**src/rtl/aes_pkg.sv**
```systemverilog
// Shared AES datapath types and byte-permutation helpers for the forward and
// inverse round stages.
package aes_pkg;

    typedef logic [127:0] aes_state_t;

    typedef enum logic [1:0] {
        EMPTY = 2'd0,
        ONE   = 2'd1,
        FULL  = 2'd2
    } skid_state_t;

    // Byte bN sits at s[127-8N -: 8]; column c holds rows 0..3 as b4c..b4c+3.
    function automatic aes_state_t shiftrows_f(input aes_state_t s);
        aes_state_t r;
        r = '0;
        for (int c = 0; c < 4; c++) begin
            for (int row = 0; row < 4; row++) begin
                r[127-8*(4*c+row) -: 8] = s[127-8*(4*((c+row)%4)+row) -: 8];
            end
        end
        return r;
    endfunction

    function automatic aes_state_t inv_shiftrows_f(input aes_state_t s);
        aes_state_t r;
        r = '0;
        for (int c = 0; c < 4; c++) begin
            for (int row = 0; row < 4; row++) begin
                r[127-8*(4*c+row) -: 8] = s[127-8*(4*((c+4-row)%4)+row) -: 8];
            end
        end
        return r;
    endfunction

endpackage

```
**src/rtl/aes_skid_buffer.sv**
```systemverilog
// Valid/ready pipeline buffer reused by the AES round stages: two entries with
// a registered i_ready (SKID=1), or a single register (SKID=0).
module aes_skid_buffer
    import aes_pkg::*;
#(
    parameter int SKID = 1,
    parameter int W    = 128
) (
    input  logic        clk,
    input  logic        rst,
    input  logic        i_valid,
    output logic        i_ready,
    input  logic [W-1:0] i_data,
    output logic        o_valid,
    input  logic        o_ready,
    output logic [W-1:0] o_data,
    output skid_state_t dbg_state
);

    // Handshake: a beat moves on a rising edge when valid && ready on that
    // side; valid never waits on ready, and data only changes after a transfer.
    generate
        if (SKID == 1) begin : g_skid
            skid_state_t  state_q, state_d;
            logic [W-1:0] main_q, skid_q;
            logic         accept, drain;
            logic         load_main_in, load_main_skid, load_skid;

            assign i_ready   = (state_q != FULL);
            assign o_valid   = (state_q != EMPTY);
            assign o_data    = main_q;
            assign dbg_state = state_q;
            assign accept    = i_valid && i_ready;
            assign drain     = o_valid && o_ready;

            always_ff @(posedge clk or negedge rst) begin
                if (!rst) state_q <= EMPTY;
                else      state_q <= state_d;
            end

            always_comb begin
                state_d        = state_q;
                load_main_in   = 1'b0;
                load_main_skid = 1'b0;
                load_skid      = 1'b0;
                case (state_q)
                    EMPTY: begin
                        if (accept) begin
                            state_d      = ONE;
                            load_main_in = 1'b1;
                        end
                    end
                    ONE: begin
                        if (accept && !drain) begin
                            state_d   = FULL;
                            load_skid = 1'b1;
                        end else if (accept && drain) begin
                            load_main_in = 1'b1;
                        end else if (drain) begin
                            state_d = EMPTY;
                        end
                    end
                    FULL: begin
                        if (drain) begin
                            state_d        = ONE;
                            load_main_skid = 1'b1;
                        end
                    end
                    default: state_d = EMPTY;
                endcase
            end

            // Data only moves on an enable, so an idle i_data never reaches storage.
            always_ff @(posedge clk or negedge rst) begin
                if (!rst) begin
                    main_q <= '0;
                    skid_q <= '0;
                end else begin
                    if (load_main_in)        main_q <= i_data;
                    else if (load_main_skid) main_q <= skid_q;
                    if (load_skid)           skid_q <= i_data;
                end
            end
        end else begin : g_single
            logic         valid_q;
            logic [W-1:0] data_q;

            assign i_ready   = o_ready || !valid_q;
            assign o_valid   = valid_q;
            assign o_data    = data_q;
            assign dbg_state = valid_q ? ONE : EMPTY;

            always_ff @(posedge clk or negedge rst) begin
                if (!rst) begin
                    valid_q <= 1'b0;
                    data_q  <= '0;
                end else if (i_valid && i_ready) begin
                    valid_q <= 1'b1;
                    data_q  <= i_data;
                end else if (o_ready) begin
                    valid_q <= 1'b0;
                end
            end
        end
    endgenerate

endmodule

```
**src/rtl/inv_shiftrows.sv**
```systemverilog
// AES InvShiftRows pipeline stage: the byte permutation is applied on the way
// in, so every buffered entry is already transformed.
module inv_shiftrows
    import aes_pkg::*;
#(
    parameter int SKID = 1
) (
    input  logic          clk,
    input  logic          rst,
    input  logic          i_valid,
    output logic          i_ready,
    input  logic [127:0]  i_block,
    output logic          o_valid,
    input  logic          o_ready,
    output logic [127:0]  o_block,
    output skid_state_t   dbg_state
);

    aes_state_t t_block;

    assign t_block = inv_shiftrows_f(i_block);

    aes_skid_buffer #(
        .SKID (SKID),
        .W    (128)
    ) u_buf (
        .clk       (clk),
        .rst       (rst),
        .i_valid   (i_valid),
        .i_ready   (i_ready),
        .i_data    (t_block),
        .o_valid   (o_valid),
        .o_ready   (o_ready),
        .o_data    (o_block),
        .dbg_state (dbg_state)
    );

endmodule

```
**config.mk**
```make
export PLATFORM = sky130hd
export DESIGN_NAME = inv_shiftrows
export DESIGN_NICKNAME = d
export VERILOG_FILES = /design/src/rtl/aes_pkg.sv /design/src/rtl/aes_skid_buffer.sv /design/src/rtl/inv_shiftrows.sv
export SDC_FILE = /design/constraint.sdc
export NUM_CORES = 1
export LEC_CHECK = 0
export ABC_AREA = 1
export BUFFER_PORTS_ARGS = -buffer_cell sky130_fd_sc_hd__buf_2
export CAP_MARGIN = 20
export CORE_MARGIN = 2
export CORE_UTILIZATION = 49
export DETAILED_ROUTE_END_ITERATION = 12
export PLACE_DENSITY = 0.86
export SETUP_SLACK_MARGIN = 0.3
export SLEW_MARGIN = 20
export SYNTH_ARGS = -nofsm -noshare
export SYNTH_HDL_FRONTEND = slang
export SYNTH_HIERARCHICAL = 1
export SYNTH_SLANG_ARGS = --single-unit
```
**constraint.sdc**
```tcl
create_clock -name clk -period 1.41 [get_ports clk]
set_input_delay 0.282 -clock clk [delete_from_list [all_inputs] [get_ports clk]]
set_output_delay 0.282 -clock clk [all_outputs]
set_load 0.005 [all_outputs]
```
==> impl_metrics.ini, run 1 <==
[route]
drtIter0Drc = 1323
via_per_inst = 5.61
ant_nets = 0
routedWlPerCell_um = 21.1
wirelength_um = 46700
m1WireLength_um = 16800
vias = 12400
dr_wl_met3_um = 4840
first_pass_iters = 6
wl_met2_um = 22600
drc = 0
dr.max_layer_used = met5

[floorplanning]
rows = 57
die-width_um = 160
fp.coreArea_um2 = 24100
ios = 264
dieHeight_um = 160
initial_utilization_pct = 49.5
die-area_um2 = 25600

[hold_path]
hold_depth = 3
hold_path.class = in -> reg
worstHoldEndpoint = u_buf/g_skid.skid_q[75]
hold_start = i_block[11]

[global_route]
grt_overflow = 0
grt_max_degree = 76
grt_pass1_vias = 11000
grt_use_total_pct = 26.3
grt_pass1_wl_um = 54700
antenna_found_initial = 2

[power_and_ir_drop]
cellLeakagePower_nw = 9.61
ir_drop_uv = 1050
total_power_mw = 28.4
power_density_nw_per_um2 = 1570

[critical_path]
critical_path.slowest_cell = dfrtp_1
rr_endpoint = u_buf/o_data[46]
max_stage_delay_ns = 0.41
r2r_slack_ns = -0.32
cp.required_ns = 1.89
rr_startpoint = u_buf/dbg_state[0]
crit_type = reg -> reg
path_max_fanout = 60
cp-start-kind = flip-flop
ff2ff_path_depth = 8
path_cells = inv_4 > buf_4 > nand3_4 > buf_4 > buf_12 > o21ai_0 > nand2_1 > nand2_1
end_kind = flip-flop
worstPathArrival_ns = 2.21

[synth]
ys_warn_count = 6
synth_area_um2 = 11900
yosysUniqueCellTypes = 20
yosysTopAreaCell = dfrtp_1
netlist.area_leader.share_pct = 54.2
synth.avg_cell_area_um2 = 7.89
synth_edf_count = 0
synth_seq_cells = 258
synth_cells = 1510
post-synth-top-count-cell = nand2_1
synthFlopType = dfrtp_1
ys_top_cells_by_area = dfrtp_1, nand2_1, o21ai_0, inv_1, nand2_2
synth_commonest_cells = nand2_1, dfrtp_1, inv_1, o21ai_0, nand2_2
seq_area_frac_synth_pct = 54.2
syn_nets = 1642
synth_async_sr_flop_share_pct = 100

[sta]
setup_viol = 265
rsz0062_at_grt = true
finalCritPeriodShare_pct = 122
final-hold-violation-count = 0
skew_ns = 0.0150
slew_viol_final = 0
tightest_slew_ns = 0.406
fmax_mhz = 579
post-route-min-period_ns = 1.73
relSlewSlack_pct = 72.9
timing.final.ws_setup_ns = -0.317

[cts]
cts-root-buf = clkbuf_16
ctsHtreeMaxLevel = 1
clkSinkCount = 258
cts_tree = yes
clkTransAtPathRegs_ns = 0.06
cts_buffers = 28
clockBufferDepth = 3
clock_latency_ns = 0.55

[final_layout]
fin_nets = 2009
final_layout_size_suffix_gt1_share_pct = 39.3
fin_cells = 2220
final_area_um2 = 18000
final_util_pct = 74.8
syn_to_final_growth_pct = 51.3

[place]
dp_cells = 2052
dpl_cell_area_um2 = 13600
dp_slack_ns = -0.0794
numPortBuffers = 263
dp_hpwl_um = 19100
gp_congestion = 0.854

[job]
maxCapViolCount = 0

[status]
status = finished with violations
violations = setup timing
## area by class of cell
type	count	area (um2)
sequential	258	6460
tap	324	405
fill	1493	6070
clock buffer	41	821
multi-input combinational	911	5210
clock inverter	7	63.8
timing repair buffer	419	4090
inverter	259	977
antenna	1	2.50
## flip-flops by register name, summed over array words and instances (netlist names)
signal               count
u_buf/g_skid.skid_q    128
u_buf/o_data           128
u_buf/dbg_state          2
## cell families after synthesis
group                  share of synthesized area [%]
DFF                                             54.2
buffers and inverters                           13.2
and+or+nand+nor                                 21.8
AOI/OAI and AO/OA                               10.8
## worst max path at each step
| stage | cells past startpoint | slack, ns | from | endpoint |
|---|---|---|---|---|
| floorplan | 9 | 0.1 | u_buf/dbg_state[0] | u_buf/o_data[113] |
| global route | 8 | -0.35 | u_buf/dbg_state[0] | u_buf/o_data[46] |
| finish | 8 | -0.32 | u_buf/dbg_state[0] | u_buf/o_data[46] |
| global placement | 6 | -0.06 | u_buf/dbg_state[1] | u_buf/dbg_state[0] |
| CTS | 3 | -0.18 | u_buf/dbg_state[0] | i_ready |
| detailed placement | 6 | -0.08 | u_buf/dbg_state[1] | u_buf/dbg_state[0] |
## where the power goes
| part | switching [mW] | internal, mW | leakage, nW |
|---|---|---|---|
| combinational | 4.93 | 4.44 | 6.07 |
| clock | 3.08 | 4.18 | 0.439 |
| sequential | 2.08 | 9.67 | 3.10 |
## routing by layer
metal	up-vias	global-route usage (%)
met4	2	10.1
met1	5950	34.6
met3	249	4.13
li1	5282	-
met5	-	0
met2	961	44.2
## cells in the final DEF (no fill, tap or decap), types with 5 or more instances in the layout
cell type      Yosys  layout
dfrtp_1          258     257
clkbuf_8           0       5
buf_4              4      25
buf_2             11     260
buf_6             27      14
buf_12             0      40
clkbuf_16          0      57
o21ai_0          218      92
clkbuf_1          34       7
dlygate4sd3_1      0      22
o21ai_1           37      82
nand2_4            0     103
inv_1            257     257
nand2_1          594     430
clkinv_2           0       5
buf_16             0      19
buf_8              5       9
o21ai_2            0      79
nand2_2           50     110
## metrics by stage
| stage | setup TNS [ns] | hold WS, ns |
|---|---|---|
| 3_3_place_gp | -0.688 | 0.148 |
| 5_1_grt | -49.98 | -0.00228 |
| 4_1_cts | -22.23 | 0.000275 |
| 2_1_floorplan | 0 | -0.0136 |
| 3_5_place_dp | -4.10 | 0.150 |
| 6_report | -35.71 | 0.00193 |
## worst max-delay path: cells and delay by family (launching register included)
kind / cells / cell delay (ns)
AOI/OAI and AO/OA: 1 / 0.29
buffers and inverters: 4 / 0.56
DFF: 1 / 0.41
and+or+nand+nor: 3 / 0.35
## repair_timing
action                                 4_1_cts  5_1_grt
gates cloned                                19       42
hold buffers                                22        0
resized for setup                           60      414
setup endpoints to repair                  389      390
pin swaps                                    9       38
setup buffers                               22       14
endpoints found under the hold margin      168        0
Power figures use the tool's default switching activity.
==> inputs of run 2 (changes only) <==
Settings changed: BUFFER_PORTS_ARGS -buffer_cell sky130_fd_sc_hd__buf_2 to default, CORE_UTILIZATION 49 to 55, DONT_BUFFER_PORTS from default to 1, PLACE_DENSITY 0.86 to 0.83.
==> impl_metrics.ini, run 2 (synthesis results as in run 1) <==
[status]
status = finished with violations
violations = hold timing, setup timing

[place]
dp_cells = 1731
numPortBuffers = 0
gp_congestion = 0.787
dp_hpwl_um = 17000

[power_and_ir_drop]
ir_drop_uv = 1080
power_density_nw_per_um2 = 1600
cellLeakagePower_nw = 8.47

[route]
drc = 0
via_per_inst = 5.72
routedWlPerCell_um = 21.1
wl_met2_um = 20200
ant_nets = 0
dr_wl_met3_um = 4860
first_pass_iters = 6
m1WireLength_um = 14800
wirelength_um = 41800
drtIter0Drc = 1225
vias = 11300
dr.max_layer_used = met4

[sta]
fmax_mhz = 627
tightest_slew_ns = 0.335
final-hold-violation-count = 258
timing.final.ws_setup_ns = -0.185
finalCritPeriodShare_pct = 113
relSlewSlack_pct = 77.7
holdWs_ns = -0.550
setup_tns_ns = -18.57
post-route-min-period_ns = 1.59
skew_ns = 0.00792
setup_viol = 238
slew_viol_final = 0
rsz0062_at_grt = true

[floorplanning]
fp.coreArea_um2 = 21200
initial_utilization_pct = 56.4
die-width_um = 151
dieHeight_um = 151
ios = 264
rows = 53
die-area_um2 = 22900

[cts]
clkSinkCount = 258
cts_tree = yes
clockBufferDepth = 3
ctsHtreeMaxLevel = 1
clkTransAtPathRegs_ns = 0.06
cts_buffers = 27
cts-root-buf = clkbuf_16
hold_buffers = 130
clock_latency_ns = 0.53

[critical_path]
end_kind = flip-flop
path_max_fanout = 12
cp-start-kind = flip-flop
crit_type = reg -> reg
cp.required_ns = 1.81
worstPathArrival_ns = 2.00

[final_layout]
fin_nets = 1816
syn_to_final_growth_pct = 37.4
final_common_cell = nand2_1
fin_cells = 1979
layout_common_cells = nand2_1, dfrtp_1, inv_1
final_layout_size_suffix_gt1_share_pct = 19.6

[global_route]
grt_use_total_pct = 31.2
grt_pass1_wl_um = 56000
grt_max_degree = 259
grt_pass1_vias = 11000
grt_overflow = 0
antenna_found_initial = 1

[job]
maxCapViolCount = 0

[hold_path]
hold_path.class = in -> async
[run 2: cell count changes in the layout (fill, tap and decap cells not counted), moves of 7 or more]
cell	delta
o21ai_1	+45
dlygate4sd3_1	+108
clkbuf_1	-7
nand2_4	-61
buf_12	-21
o21ai_0	+13
clkbuf_16	-13
buf_2	-260
buf_4	-12
nand2_1	+59
o21ai_2	-56
[run 2: worst max-delay path, stage by stage, from the launching register on]
cell,delay [ns]
dfrtp_2,0.42
inv_2,0.07
nand2_2,0.06
nor2_4,0.16
buf_6,0.12
nor2_4,0.03
buf_12,0.14
bufbuf_16,0.29
nand2_1,0.09
nand2_1,0.09
[run 2: layout make-up]
class | instances | area, um2
sequential | 258 | 6460
fill | 1213 | 4770
multi-input combinational | 911 | 4540
timing repair buffer | 227 | 3120
inverter | 259 | 975
clock buffer | 34 | 772
tap | 275 | 344
clock inverter | 14 | 176
antenna | 1 | 2.50
[run 2: timing repair]
item | 4_1_cts | 5_1_grt
setup buffers | 14 | 13
pin swaps | 11 | 28
cloned | 15 | 27
gates resized for setup | 47 | 222
setup endpoints to repair | 390 | 390
endpoints found under the hold margin | 505 | 258
[run 2: worst paths after layout]
check / startpoint / to / slack (ns) / depth (start not counted)
worst max register to register: u_buf/dbg_state[1] / u_buf/o_data[80] / -0.18 / 9
worst min register to register: u_buf/g_skid.skid_q[94] / u_buf/g_skid.skid_q[94] / 0.48 / 2
max in group asynchronous: rst / u_buf/dbg_state[1] / 1.67 / 0
worst min-delay path: rst / u_buf/g_skid.skid_q[22] / -0.55 / 0
min in group clk: o_ready / u_buf/dbg_state[0] / 0.14 / 4
worst max-delay path: u_buf/dbg_state[1] / u_buf/o_data[80] / -0.18 / 9
[run 2: report_power, final]
group | internal [mW] | switching, mW | total (mW)
logic | 3.10 | 3.79 | 6.89
clock network | 4.59 | 3.04 | 7.63
registers | 9.66 | 2.06 | 11.7
[run 2: metrics by stage]
| stage | utilization, % | setup slack, ns | power [mW] | area (um2) |
|---|---|---|---|---|
| finish | 77.4 | -0.185 | 26.2 | 16400 |
| CTS | 71.2 | -0.138 | 24.2 | 15100 |
| global route | 77.4 | -0.252 | 27.5 | 16400 |
| floorplan | - | 0.0984 | 14.4 | 12000 |
| detailed placement | 57.2 | -0.0791 | 15.6 | 12100 |
| global placement | 57.2 | -0.0206 | 15.3 | 12100 |
[run 2: routing by layer]
| metal | global-route usage [%] | up-vias |
|---|---|---|
| met4 | 14.3 | 0 |
| met2 | 52.7 | 868 |
| met3 | 8.22 | 202 |
| met5 | 0 | - |
| met1 | 37.4 | 5368 |
| li1 | - | 4889 |
